## config.mk

```make
export PLATFORM = sky130hd
export DESIGN_NAME = s_daas_seq
export DESIGN_NICKNAME = d
export VERILOG_FILES = /design/src/rtl/s_daas_seq.sv
export SDC_FILE = /design/constraint.sdc
export NUM_CORES = 1
export LEC_CHECK = 0
export ABC_CLOCK_PERIOD_IN_PS = 1460
export BUFFER_PORTS_ARGS = -buffer_cell sky130_fd_sc_hd__buf_2
export CORE_AREA = 2 2 66 61
export CTS_CLUSTER_SIZE = 16
export DETAILED_ROUTE_END_ITERATION = 7
export DIE_AREA = 0 0 68 63
export PLACE_DENSITY = 0.82
export SYNTH_ARGS = -nofsm -noshare
export SYNTH_HDL_FRONTEND = slang
export SYNTH_SLANG_ARGS = --single-unit
```

## constraint.sdc

```tcl
create_clock -name clk -period 1.46 [get_ports clk]
set_input_delay 0.073 -clock clk [delete_from_list [all_inputs] [get_ports clk]]
set_output_delay 0.073 -clock clk [all_outputs]
set_load 0.005 [all_outputs]
```

## src/rtl/s_daas_seq.sv

```systemverilog
// SPC700 DAA/DAS sequencer: latches A/PSW, drives the adjust unit, writes A and PSW back.
// Optional macro S_DAAS_SEQ_FAST_EN collapses the sequence to IDLE -> WB (latency 1).
module s_daas_seq #(
   parameter int unsigned LAT = 3
) (
   input  logic       clk,
   input  logic       reset,
   input  logic       cpu_en,
   input  logic       req,
   input  logic       req_das,
   input  logic [7:0] a_in,
   input  logic [7:0] psw_in,
   output logic       busy,
   output logic [7:0] du_a,
   output logic [7:0] du_psw,
   output logic       du_ctl,
   input  logic [7:0] du_y,
   input  logic [4:0] du_flgs,
   output logic       a_we,
   output logic [7:0] a_wdata,
   output logic       psw_we,
   output logic [7:0] psw_wdata
);

   localparam int unsigned CW = 3;
`ifdef S_DAAS_SEQ_FAST_EN
   localparam int unsigned LAT_EFF = (LAT > 0) ? 1 : 1;
`else
   localparam int unsigned LAT_EFF = LAT;
`endif

   // du_flgs bit positions {N,V,H,Z,C}
   localparam int unsigned FLG_N = 4;
   localparam int unsigned FLG_Z = 1;
   localparam int unsigned FLG_C = 0;

   typedef enum logic [1:0] {
      IDLE = 2'd0,
      ADJ  = 2'd1,
      WB   = 2'd2
   } state_t;

   state_t         state_q, state_d;
   logic [CW-1:0]  count_q, count_d;
   logic           busy_q, busy_d;
   logic [7:0]     du_a_q, du_a_d;
   logic [7:0]     du_psw_q, du_psw_d;
   logic           du_ctl_q, du_ctl_d;
   logic           a_we_q, a_we_d;
   logic [7:0]     a_wdata_q, a_wdata_d;
   logic           psw_we_q, psw_we_d;
   logic [7:0]     psw_wdata_q, psw_wdata_d;
   logic           unused_flgs;

   // V and H from the adjust unit are not written back
   assign unused_flgs = ^du_flgs[3:2];

   // Next-state and registered-output logic; everything holds while cpu_en is low
   always_comb begin
      state_d     = state_q;
      count_d     = count_q;
      busy_d      = busy_q;
      du_a_d      = du_a_q;
      du_psw_d    = du_psw_q;
      du_ctl_d    = du_ctl_q;
      a_we_d      = 1'b0;
      a_wdata_d   = a_wdata_q;
      psw_we_d    = 1'b0;
      psw_wdata_d = psw_wdata_q;
      if (cpu_en) begin
         case (state_q)
            IDLE: begin
               busy_d = 1'b0;
               if (req) begin
                  du_a_d   = a_in;
                  du_psw_d = psw_in;
                  du_ctl_d = req_das;
                  busy_d   = 1'b1;
                  count_d  = CW'(LAT_EFF - 1);
                  state_d  = (LAT_EFF <= 1) ? WB : ADJ;
               end
            end
            ADJ: begin
               count_d = count_q - CW'(1);
               if (count_q <= CW'(1)) begin
                  state_d = WB;
               end
            end
            WB: begin
               a_wdata_d   = du_y;
               psw_wdata_d = {du_flgs[FLG_N], du_psw_q[6:2], du_flgs[FLG_Z], du_flgs[FLG_C]};
               a_we_d      = 1'b1;
               psw_we_d    = 1'b1;
               state_d     = IDLE;
            end
            default: begin
               state_d = IDLE;
            end
         endcase
      end
   end

   always_ff @(posedge clk) begin
      if (reset) begin
         state_q     <= IDLE;
         count_q     <= '0;
         busy_q      <= 1'b0;
         du_a_q      <= 8'h00;
         du_psw_q    <= 8'h00;
         du_ctl_q    <= 1'b0;
         a_we_q      <= 1'b0;
         a_wdata_q   <= 8'h00;
         psw_we_q    <= 1'b0;
         psw_wdata_q <= 8'h00;
      end else begin
         state_q     <= state_d;
         count_q     <= count_d;
         busy_q      <= busy_d;
         du_a_q      <= du_a_d;
         du_psw_q    <= du_psw_d;
         du_ctl_q    <= du_ctl_d;
         a_we_q      <= a_we_d;
         a_wdata_q   <= a_wdata_d;
         psw_we_q    <= psw_we_d;
         psw_wdata_q <= psw_wdata_d;
      end
   end

   assign busy      = busy_q;
   assign du_a      = du_a_q;
   assign du_psw    = du_psw_q;
   assign du_ctl    = du_ctl_q;
   assign a_we      = a_we_q;
   assign a_wdata   = a_wdata_q;
   assign psw_we    = psw_we_q;
   assign psw_wdata = psw_wdata_q;

endmodule
```

======== Yosys cells after proc, flatten, opt, wreduce, memory -nomap -nowiden ========
Index checks and enable logic that the tools add are counted.
cells by class
  add/subtract/negate cells ............... 1
  order comparisons ....................... 1
  equality and inequality tests ........... 4
  mux-type cells .......................... 7
  bitwise operators ....................... 1
  reductions and logical operators ........ 8
operators with widths
  kind                   count
  $reduce_and A3 Y1      3
  $pmux W3 S2            1
  $mux W2                2
  $ne A2 B2 Y1 const B   2
  $pmux W2 S2            1
  $reduce_and A2 Y1      2
  $le A3 B1 Y1 const B   1
  $mux W3                1
  $sub A3 B1 Y3 const B  1
  $eq A2 B1 Y1 const B   1
  $eq A2 B2 Y1 const B   1
  $logic_not A2 Y1       1
  $mux W1                2
  $reduce_bool A2 Y1     1
  $reduce_or A2 Y1       1
  $not A1 Y1             1
word-level totals
  flip-flop bits (word level) ............. 40
  bits of input ports ..................... 34
  output and inout bits ................... 36
  logic and storage cells ................. 31

======== Logic depth before layout (Yosys ltp) ========
  depth after elaboration ................. 3
  gate-level depth with buffers ........... 6
  depth with buffers taken out ............ 5

======== Worst setup path after synthesis ========
OpenSTA, ideal clock, no wires.
  kind .................................... reg2reg
  from .................................... register count_q[0]
  to ...................................... register count_q[2]
  library setup time ...................... 0.141 ns
  arrival time ............................ 1.013 ns
  path slack .............................. 0.306 ns
  stages on the path, launching flop included .. 6
  buffers on the path ..................... 0
  period minus slack after synthesis ...... 1.154 ns
  cell sequence ........................... dfxtp_1 -> inv_1 -> ha_1 -> and4bb_2 -> o21ai_0 -> a21oi_1
on the way
  longest elaborated chain between the ends .. 2
ends and longest elaborated chain
  item                      RTL line  text
  start: declaration        44        logic [CW-1:0] count_q, count_d;
  start signal: assignment  117       count_q <= count_d;
  $sub A3 B1 Y3             84        count_d = count_q - CW'(1);
  $pmux W3 S2               71        case (state_q)
Every way passes these cells.
A chain may end at the register's enable or synchronous reset.

======== Final worst setup path ========
Ends and elaborated chain as after synthesis.

==> results.ini <==
[status]
outcome=complete, no violations

[placed_design]
routabilityCongestion=0.6795
numPortBuffers=67
hpwl_um=2390
dpl.cell_count=292

[setup_path]
worstPathCellList=inv_1 > ha_1 > and4bb_2 > o21ai_0 > a21oi_1
cp_slowest_cell=dfxtp_1
cp-end-kind=flop
reg2reg_to=count_q[2]
path_max_fanout=5
arrival_ps=1400
ff2ff_setup_slack_ps=210
r2r_start=count_q[0]
start_kind=flop
worstRegToRegCells=5
critPathRequiredTime_ps=1610
critPathKind=flop to flop
cpPeakStageDelay_ps=390

[timing]
hold_viol=0
slew_headroom_pct=70.82
finalSetupViolCount=0
rsz0062_at_grt=false
skew_ps=7.133
finalSetupTns_ps=0
fmax_ghz=0.8007
final-max-slew-violation-count=0
fin_crit_ps=1249
finalCritPeriodShare_pct=85.54
tightest_slew_ps=437.7

[power]
power_density_nw_per_um2=1103
internal_power_mw=1.748
leakage_nw=0.9010
ir_worst_vdd_v=0.0005948
swShare_pct=22.34
power_frac_comb_pct=10.3
power_frac_seq_pct=51.1
power.net_switching_uw=503.0
pwr-share-clk_pct=38.6

[grt]
grt_pass1_wl_um=5299
grt_use_total_pct=15.98
antenna_found_initial=0
grt_overflow=0
grt_max_degree=21
grt_pass1_vias=1264

[layout]
nets=289
area_growth_pct=27.62
seqCellArea_um2=800.8
fin_cells=300
num-fill-cells=352
diodes=0
drive_above_1_share_pct=37.01
multi_input_area_um2=666.9

[route]
ant_nets=0
vias_per_cell=4.713
num_vias=1414
drt_iter0_drc=68
routed_wirelength_um=3291
drt-pass1-iter-count=4
routedWlPerCell_um=10.97
remaining_drc_errors=0

[synth]
ys_seq_area_share_pct=50.08
ys_types=29
synth_warnings=0
syn_nets=223
synth_area_um2=1599
ys_ff_latch=40
syn_avg_cell_area_um2=8.551
syn_inst=187

[clock_network]
clock_path_buffers=2
clk_root_buffer_cell=clkbuf_8
ctsHtreeMaxLevel=2
clock_latency_ps=280
post_cts_buffers=0
cts_buffers=5
clk_pin_slew_ps=80
clock_sinks=40
cts_tree=built

[hold_path]
whs_path_depth=3
hold_class=primary input to flop
worstHoldStart=du_y[1]
whs_endpoint=a_wdata[1]

[floorplan]
row_count=21
ios=70
die-area_um2=4284
die_h_um=63
initial_core_util_pct=44.10
design.core.area_um2=3626
die_w_um=68

[run]
maxCapViolCount=0

## cells in the mapped netlist (all sizes together)
cell type	number	area [um2]
a21oi	36	217.7
a31oi	1	6.260
and2b	1	7.510
and3b	1	8.760
and4bb	2	25.02
buf	11	103.8
clkbuf	3	12.51
dfxtp	40	800.8
ha	2	25.02
inv	4	15.01
nand2	67	251.5
nand2b	2	12.51
nand3b	1	11.26
nand4bb	1	11.26
nor2	2	7.510
nor2b	2	12.51
nor4	1	6.260
o21a	1	7.510
o21ai	6	30.03
o21ba	1	10.01
o311a	1	10.01
or3	1	6.260
## registers in the layout, indices dropped and copies added, names as in the netlist
| register | count |
|---|---|
| a_wdata | 8 |
| busy | 1 |
| count_q | 3 |
| du_a | 8 |
| du_ctl | 1 |
| du_psw | 8 |
| psw_wdata | 8 |
| psw_we | 1 |
| state_q | 2 |
## per-layer routing
metal	share of wire (%)	track usage, %
met5	0	0
met4	0.46	6.000
met3	6.2	5.405
met2	47	25.85
met1	47	19.20
## cell type report
type | count | area share, %
multi-input combinational | 129 | 32.68
sequential | 40 | 39.24
clock inverter | 2 | 1.717
tap | 46 | 2.820
inverter | 4 | 0.7357
clock buffer | 6 | 3.556
timing repair buffer | 73 | 19.25
## power by group through the flow
stage	registers (mW)	logic [mW]	clock network, mW
after CTS	1.15	0.235	0.889
after global routing	1.16	0.261	0.944
after floorplan	1.18	0.142	0
after global placement	1.18	0.229	0
final	1.15	0.232	0.868
after detailed placement	1.18	0.234	0
## what timing repair did
item | in CTS | in global routing
gates resized for setup | 0 | 1
endpoints found under the setup margin | 0 | 6
hold buffers | 0 | 0
## cells in the final DEF, fill, tap and decap left out, types with 4 or more instances in the layout
master	instances
nand2_1	67
clkbuf_8	5
dfxtp_1	40
buf_4	5
buf_2	67
o21ai_0	6
inv_1	4
a21oi_1	26
a21oi_2	10
## stage by stage
step / setup slack [ps] / power, mW / utilization [%] / instance area [um2] / hold WS [ps]
after floorplan: 306.0 / 1.322 / - / 1599 / 209.0
final: 211.1 / 2.251 / 56.28 / 2041 / 17.90
after global placement: 135.9 / 1.404 / 53.31 / 1933 / 315.3
after CTS: 87.99 / 2.275 / 56.28 / 2041 / 15.40
after detailed placement: 100.3 / 1.411 / 53.31 / 1933 / 320.8
after global routing: 105.3 / 2.361 / 56.28 / 2041 / 7.628
## worst max path at each step
stage,end,start,cells past startpoint
after floorplan,count_q[2],count_q[0],5
after global placement,du_a[7],state_q[1],3
after detailed placement,du_a[3],state_q[0],3
after CTS,du_a[4],state_q[1],3
after global routing,count_q[2],count_q[0],5
final,count_q[2],count_q[0],5
## cell families (layout without fill, tap and decap cells)
group	Yosys count	in the layout	share of synthesized area, %
AOI/OAI and AO/OA	46	46	17.61
adders and majority gates	2	2	1.565
buffers and inverters	18	85	8.215
DFF	40	40	50.08
and+or+nand+nor	81	81	22.54
## critical path: cells and delay by family, from the launching register on
kind            cells  cell delay [ps]
compound gates      2              230
fa+ha+maj           1              210
buf+inv             1               70
flops               1              390
simple gates        1              230
Note: power is estimated with default switching activity, not from simulation.
